<file path="src/rtl/input_router_pkg.sv">
// Shared constants, flit type encoding and field offsets for the input router.
// Field offsets are given relative to the full request bundle {flit, vc, valid}.
package input_router_pkg;

  localparam int FLIT_W   = 34;
  localparam int VC_W     = 2;
  localparam int X_W      = 1;
  localparam int Y_W      = 1;
  localparam int PKT_W    = 8;
  localparam int NUM_VC   = 3;
  localparam int NUM_PORT = 5;
  localparam int BUS_W    = FLIT_W + VC_W + 1;

  localparam int FLIT_LO  = VC_W + 1;
  localparam int TYPE_LO  = FLIT_LO + FLIT_W - 2;
  localparam int X_LO     = TYPE_LO - X_W;
  localparam int Y_LO     = X_LO - Y_W;
  localparam int SIZE_LO  = Y_LO - PKT_W;

  localparam int PORT_LOCAL = 0;
  localparam int PORT_NORTH = 1;
  localparam int PORT_SOUTH = 2;
  localparam int PORT_EAST  = 3;
  localparam int PORT_WEST  = 4;

  typedef enum logic [1:0] {
    FLIT_HEAD      = 2'b00,
    FLIT_BODY      = 2'b01,
    FLIT_TAIL      = 2'b10,
    FLIT_HEAD_TAIL = 2'b11
  } flit_type_e;

  function automatic logic [NUM_PORT-1:0] port_onehot(input int idx);
    logic [NUM_PORT-1:0] v;
    v = {{(NUM_PORT-1){1'b0}}, 1'b1} << idx;
    return v;
  endfunction

endpackage

</file>
<file path="src/rtl/input_router_xy_route_calc.sv">
// Combinational XY dimension-order mapper from head-flit destination to a one-hot port.
// Borrow-based compares keep the logic free of constant comparisons at corner coordinates.
module xy_route_calc
  import input_router_pkg::*;
#(
  parameter int ROUTER_X = 0,
  parameter int ROUTER_Y = 0
) (
  input  logic [X_W-1:0]      i_x_dest,
  input  logic [Y_W-1:0]      i_y_dest,
  output logic [NUM_PORT-1:0] o_route
);

  localparam logic [X_W-1:0] HERE_X = X_W'(ROUTER_X);
  localparam logic [Y_W-1:0] HERE_Y = Y_W'(ROUTER_Y);

  logic [X_W:0] w_dx;
  logic [Y_W:0] w_dy;

  assign w_dx = {1'b0, i_x_dest} - {1'b0, HERE_X};
  assign w_dy = {1'b0, i_y_dest} - {1'b0, HERE_Y};

  // X first, then Y, then deliver locally.
  always_comb begin
    o_route = {NUM_PORT{1'b0}};
    if (w_dx[X_W]) begin
      o_route = port_onehot(PORT_WEST);
    end else if (|w_dx) begin
      o_route = port_onehot(PORT_EAST);
    end else if (w_dy[Y_W]) begin
      o_route = port_onehot(PORT_NORTH);
    end else if (|w_dy) begin
      o_route = port_onehot(PORT_SOUTH);
    end else begin
      o_route = port_onehot(PORT_LOCAL);
    end
  end

endmodule

</file>
<file path="src/rtl/input_router.sv">
// Route-computation stage: steers flits to a one-hot output port with per-VC route locking.
// Optional INPUT_ROUTER_ERR_CNT_EN adds err_cnt_o, a saturating count of framing errors.
module input_router
  import input_router_pkg::*;
#(
  parameter int ROUTER_X = 0,
  parameter int ROUTER_Y = 0
) (
  input  logic                clk,
  input  logic                arst,
  input  logic [BUS_W-1:0]    fin_req_i,
  output logic                fin_resp_o,
  output logic [BUS_W-1:0]    fout_req_o,
  output logic [NUM_PORT-1:0] fout_dst_o,
  input  logic [NUM_PORT-1:0] fout_resp_i,
  output logic                pkt_err_o
`ifdef INPUT_ROUTER_ERR_CNT_EN
  ,
  output logic [7:0]          err_cnt_o
`endif
);

  logic                r_busy  [NUM_VC];
  logic [NUM_PORT-1:0] r_route [NUM_VC];
  logic [PKT_W-1:0]    r_rem   [NUM_VC];
  logic                r_pkt_err;

  logic                w_valid;
  logic [VC_W-1:0]     w_vc;
  flit_type_e          w_type;
  logic [PKT_W-1:0]    w_size;
  logic [NUM_PORT-1:0] w_calc_route;

  logic                w_vc_ok;
  logic                w_busy;
  logic [NUM_PORT-1:0] w_route_st;
  logic [PKT_W-1:0]    w_rem;

  logic                w_fwd;
  logic                w_drop;
  logic                w_tail_err;
  logic [NUM_PORT-1:0] w_sel_route;
  logic                w_xfer;
  logic                w_err;

  assign w_valid = fin_req_i[0];
  assign w_vc    = fin_req_i[VC_W:1];
  assign w_type  = flit_type_e'(fin_req_i[TYPE_LO +: 2]);
  assign w_size  = fin_req_i[SIZE_LO +: PKT_W];

  xy_route_calc #(
    .ROUTER_X (ROUTER_X),
    .ROUTER_Y (ROUTER_Y)
  ) u_xy_route_calc (
    .i_x_dest (fin_req_i[X_LO +: X_W]),
    .i_y_dest (fin_req_i[Y_LO +: Y_W]),
    .o_route  (w_calc_route)
  );

  // Select the context of the VC carried by the current flit; id 3 is not a real VC.
  always_comb begin
    w_vc_ok    = 1'b1;
    w_busy     = 1'b0;
    w_route_st = {NUM_PORT{1'b0}};
    w_rem      = {PKT_W{1'b0}};
    case (w_vc)
      2'd0: begin w_busy = r_busy[0]; w_route_st = r_route[0]; w_rem = r_rem[0]; end
      2'd1: begin w_busy = r_busy[1]; w_route_st = r_route[1]; w_rem = r_rem[1]; end
      2'd2: begin w_busy = r_busy[2]; w_route_st = r_route[2]; w_rem = r_rem[2]; end
      default: w_vc_ok = 1'b0;
    endcase
  end

  // Classify the flit as forwarded (with its route) or dropped against VC framing.
  always_comb begin
    w_fwd       = 1'b0;
    w_drop      = 1'b0;
    w_tail_err  = 1'b0;
    w_sel_route = {NUM_PORT{1'b0}};
    if (!w_valid) begin
      w_drop = 1'b0;
    end else if (!w_vc_ok) begin
      w_drop = 1'b1;
    end else begin
      case (w_type)
        FLIT_HEAD: begin
          if (!w_busy && (w_size >= PKT_W'(2))) begin
            w_fwd       = 1'b1;
            w_sel_route = w_calc_route;
          end else begin
            w_drop = 1'b1;
          end
        end
        FLIT_HEAD_TAIL: begin
          if (!w_busy) begin
            w_fwd       = 1'b1;
            w_sel_route = w_calc_route;
          end else begin
            w_drop = 1'b1;
          end
        end
        FLIT_BODY: begin
          if (w_busy) begin
            w_fwd       = 1'b1;
            w_sel_route = w_route_st;
          end else begin
            w_drop = 1'b1;
          end
        end
        FLIT_TAIL: begin
          if (w_busy) begin
            w_fwd       = 1'b1;
            w_sel_route = w_route_st;
            w_tail_err  = (w_rem != PKT_W'(1));
          end else begin
            w_drop = 1'b1;
          end
        end
        default: w_drop = 1'b1;
      endcase
    end
  end

  // Dropped flits are always accepted so a malformed packet cannot stall the port.
  assign fin_resp_o = (!w_valid || w_drop) ? 1'b1 : |(w_sel_route & fout_resp_i);
  assign fout_dst_o = w_sel_route;
  assign fout_req_o = (|w_sel_route) ? fin_req_i : {BUS_W{1'b0}};
  assign w_xfer     = w_valid & fin_resp_o;
  assign w_err      = w_xfer & (w_drop | w_tail_err);
  assign pkt_err_o  = r_pkt_err;

  // Per-VC route lock and flit countdown, advanced only on an accepted forwarded flit.
  always_ff @(posedge clk or negedge arst) begin
    if (!arst) begin
      for (int i = 0; i < NUM_VC; i++) begin
        r_busy[i]  <= 1'b0;
        r_route[i] <= {NUM_PORT{1'b0}};
        r_rem[i]   <= {PKT_W{1'b0}};
      end
    end else begin
      for (int i = 0; i < NUM_VC; i++) begin
        if (w_xfer && w_fwd && (w_vc == VC_W'(i))) begin
          case (w_type)
            FLIT_HEAD: begin
              r_busy[i]  <= 1'b1;
              r_route[i] <= w_calc_route;
              r_rem[i]   <= w_size - PKT_W'(1);
            end
            FLIT_BODY: begin
              r_rem[i] <= (r_rem[i] == {PKT_W{1'b0}}) ? {PKT_W{1'b0}} : r_rem[i] - PKT_W'(1);
            end
            FLIT_TAIL: begin
              r_busy[i] <= 1'b0;
              r_rem[i]  <= {PKT_W{1'b0}};
            end
            default: begin
              r_busy[i] <= r_busy[i];
            end
          endcase
        end
      end
    end
  end

  // Error pulse appears the cycle after the offending transfer.
  always_ff @(posedge clk or negedge arst) begin
    if (!arst) begin
      r_pkt_err <= 1'b0;
    end else begin
      r_pkt_err <= w_err;
    end
  end

`ifdef INPUT_ROUTER_ERR_CNT_EN
  logic [7:0] r_err_cnt;

  // Saturating error counter.
  always_ff @(posedge clk or negedge arst) begin
    if (!arst) begin
      r_err_cnt <= 8'd0;
    end else if (w_err && (r_err_cnt != 8'hFF)) begin
      r_err_cnt <= r_err_cnt + 8'd1;
    end
  end

  assign err_cnt_o = r_err_cnt;
`endif

endmodule

</file>
<file path="config.mk">
export PLATFORM = sky130hd
export DESIGN_NAME = input_router
export DESIGN_NICKNAME = d
export VERILOG_FILES = /design/src/rtl/input_router_pkg.sv /design/src/rtl/input_router_xy_route_calc.sv /design/src/rtl/input_router.sv
export SDC_FILE = /design/constraint.sdc
export NUM_CORES = 1
export LEC_CHECK = 0
export CORE_AREA = 2 2 80 82
export CTS_BUF_LIST = sky130_fd_sc_hd__clkbuf_4
export CTS_CLUSTER_DIAMETER = 150
export CTS_CLUSTER_SIZE = 12
export DETAILED_ROUTE_END_ITERATION = 8
export DIE_AREA = 0 0 82 84
export PLACE_DENSITY = 0.82
export SKIP_CTS_REPAIR_TIMING = 1
export SYNTH_ARGS = -nofsm -noshare
export SYNTH_HDL_FRONTEND = slang
export SYNTH_SLANG_ARGS = --single-unit
</file>
<file path="constraint.sdc">
create_clock -name clk -period 3.4 [get_ports clk]
set_clock_uncertainty 0.15 [all_clocks]
set_input_delay 0.51 -clock clk [delete_from_list [all_inputs] [get_ports clk]]
set_output_delay 0.51 -clock clk [all_outputs]
set_load 0.1 [all_outputs]
</file>
==> reports/summary.txt <==
critical path class - input pin to primary output
final setup vio count - 0
Max Slew Vio Count - 0
Comb power frac - 0.497
worst vdd ir - 0.4177 mV
routed vias/inst - 5.788
Detailed Route Iter0 Violations - 211
CTS max path bufs - 2
Total Wirelength - 9705 um
Setup WS post-layout - 0.01333 ns
Synth Instances - 342
crit-path leading delay family - simple AND/OR/NAND/NOR gates
gpl congestion - 0.9085
MaxCap Viol Count - 0
fmax - 295.3 MHz
Cell Rows - 29
Congestion Overflow GR - 0
Starting Density - 0.4725
Core ar. - 0.006096 mm^2
Pleak - 2.176 nW
vias in the first global route - 3043
hpwl dp - 7051 um
CTS Root Cell - clkbuf_4
maximum single-stage delay on the critical path - 0.52 ns
pre-CTS setup slack - -0.3888 ns
die width - 82 um
routed via count - 3160
pwr/cell area - 390.5 mW/mm^2
YS warnings - 0
Worst-path clk slew - 0.14 ns
area share of the largest cell type after synthesis - 0.3215
CP most frequent cell - buf_12
slowest CP cell - or4_4
Hold Crit Class - register to register
status - complete, no violations
Commonest cells post-synth - 40 x nor2_1, 37 x and2_1, 37 x dfrtp_1, 37 x o21ai_0, 25 x a21oi_1
M1 WL - 3684 um
H-tree depth - 2
worst skew pair latency - 0.36 ns
sw frac - 0.4253
Seq cells post-synth - 37
share of layout cells above drive strength 1 - 0.3718
Total Power - 1.895 mW
initial antenna violation count - 1
worst path required time - 2.74 ns
Data arrival, critical path - 2.73 ns
first-pass GRT wire length - 14530 um
Tcrit/Tclk final - 0.9961
CTS tree - yes
Die ar. - 0.006888 mm^2
Area growth syn-to-layout - 68.51%
synth top area cells - dfrtp_1 32%, and2_1 8.0%, o21ai_0 6.4%
P_int - 1.089 mW
Routed WL per cell - 17.77 um
final net count - 523
minimum clock period - 3.387 ns
synthesized cell area - 0.002880 mm^2
Switching Power - 0.8061 mW
WP depth - 9
Post-synth EDFFs - 0
drt first pass iters - 4
Hold Path Depth - 1
hold violation count in the final report - 0
startpoint types - input pin
met3 WL - 533 um
Hold WS - 0.3804 ns
Die Y - 84 um
input/output buffers - 83
top_reg_cell synth - dfrtp_1
Top Layer Used - met4
TritonCTS buffer count - 5
Clk pwr share - 0.171
fill count - 337
clock sinks - 37
met2 routed WL - 5046 um
dominant cell type by area after synthesis - dfrtp_1
CP bufs+invs - 4
Worst Tran Pin Value - 0.9960 ns
crit-path cells - clkdlybuf4s50_1, or4_4, or3_4, nand4_1, a31oi_4, buf_12, buf_12, and2_2, buf_12
share of total power in sequential cells - 0.332
Distinct cells, synth - 47
FF-to-FF path depth - 9
count leader, synth - nor2_1
Synth Area per Inst - 8.422 um^2
final core utilization - 0.7962
FFs w/ async S/R, synth - 1.000
DR DRC count - 0
gr usage total - 0.2710
largest net degree at the start of global routing - 38
sequential share of the synthesized area - 0.3215
Detail Route Antenna Nets - 0
Worst slew margin - 0.3339
critical path fanouts, max - 10
I/O Pins - 88
CP endpoint kind - primary output
layout by cell type, fill, tap and decap left out, types with 6 or more instances in the layout:
master / synthesis / routed
buf_12: 0 / 46
dlymetal6s2s_1: 0 / 7
a21oi_1: 25 / 25
nand2_1: 7 / 7
ha_1: 12 / 10
nor3_1: 6 / 6
and2_2: 0 / 6
and2_4: 0 / 30
clkdlybuf4s50_1: 0 / 33
dfrtp_1: 37 / 37
buf_4: 5 / 41
o22ai_1: 7 / 7
nor2_1: 40 / 37
o21ai_0: 37 / 37
mux2_2: 9 / 9
nor2b_1: 9 / 9
inv_1: 19 / 16
mux2i_1: 7 / 6
a31oi_1: 11 / 10
area by class of cell:
cell class | instances | area (um^2) | share of cell area
Multi-Input combinational cell | 270 | 1936 | 0.3988
Timing Repair Buffer | 134 | 1740 | 0.3586
Tap cell | 77 | 96.34 | 0.01985
Clock buffer | 5 | 37.54 | 0.007734
Inverter | 19 | 71.32 | 0.01469
Clock inverter | 3 | 43.79 | 0.009023
Antenna cell | 1 | 2.502 | 0.0005156
Sequential cell | 37 | 925.9 | 0.1908
final timing paths:
kind / startpoint / endpoint / slack (ns)
setup / recovery: fin_req_i[29] / fout_req_o[4] / 0.01
hold / removal: r_route[5]$_DFFE_PN0P_ / r_route[5]$_DFFE_PN0P_ / 0.38
setup reg to reg: r_busy[0]$_DFFE_PN0P_ / r_rem[5]$_DFFE_PN0P_ / 0.67
hold reg to reg: r_route[5]$_DFFE_PN0P_ / r_route[5]$_DFFE_PN0P_ / 0.38
max in group asynchronous: arst / r_rem[16]$_DFFE_PN0P_ / 2.32
min in group asynchronous: arst / r_route[7]$_DFFE_PN0P_ / 0.41
routing by layer:
layer,global-route usage,vias to the layer above
met5,0,-
met1,0.3114,1506
met3,0.05303,35
met2,0.4752,155
met4,0.1182,0
li1,-,1464
cell families after synthesis:
kind of cell	count (synthesis)	share of synthesized area
AOI/OAI and AO/OA	101	0.2168
adders and majority gates	12	0.05213
buffers and inverters	36	0.06255
DFF	37	0.3215
other	1	0.001302
muxes	16	0.05952
xor gates and xnor gates	6	0.01824
and+or+nand+nor	133	0.2680
through the flow:
stage	cells	TNS, ns	area, um^2
global placement	532	-16.38	4604
CTS	540	-14.48	4686
global route	546	-0.6038	4853
floorplan	343	-2.603	2980
detailed placement	532	-22.06	4604
finish	546	0	4853
power by group through the flow:
stage	clock, mW	sequential (mW)	combinational [mW]
finish	0.324	0.629	0.943
CTS	0.328	0.621	0.900
detailed placement	0	0.630	0.898
global route	0.344	0.640	1.01
floorplan	0	0.615	0.583
global placement	0	0.624	0.863
state kept, by name, summed over array words and instances, names as in the netlist:
signal and flops:
r_rem 24, r_route 9, pkt_err_o 1, r_busy 3
Note: power is estimated with default switching activity, not from simulation.
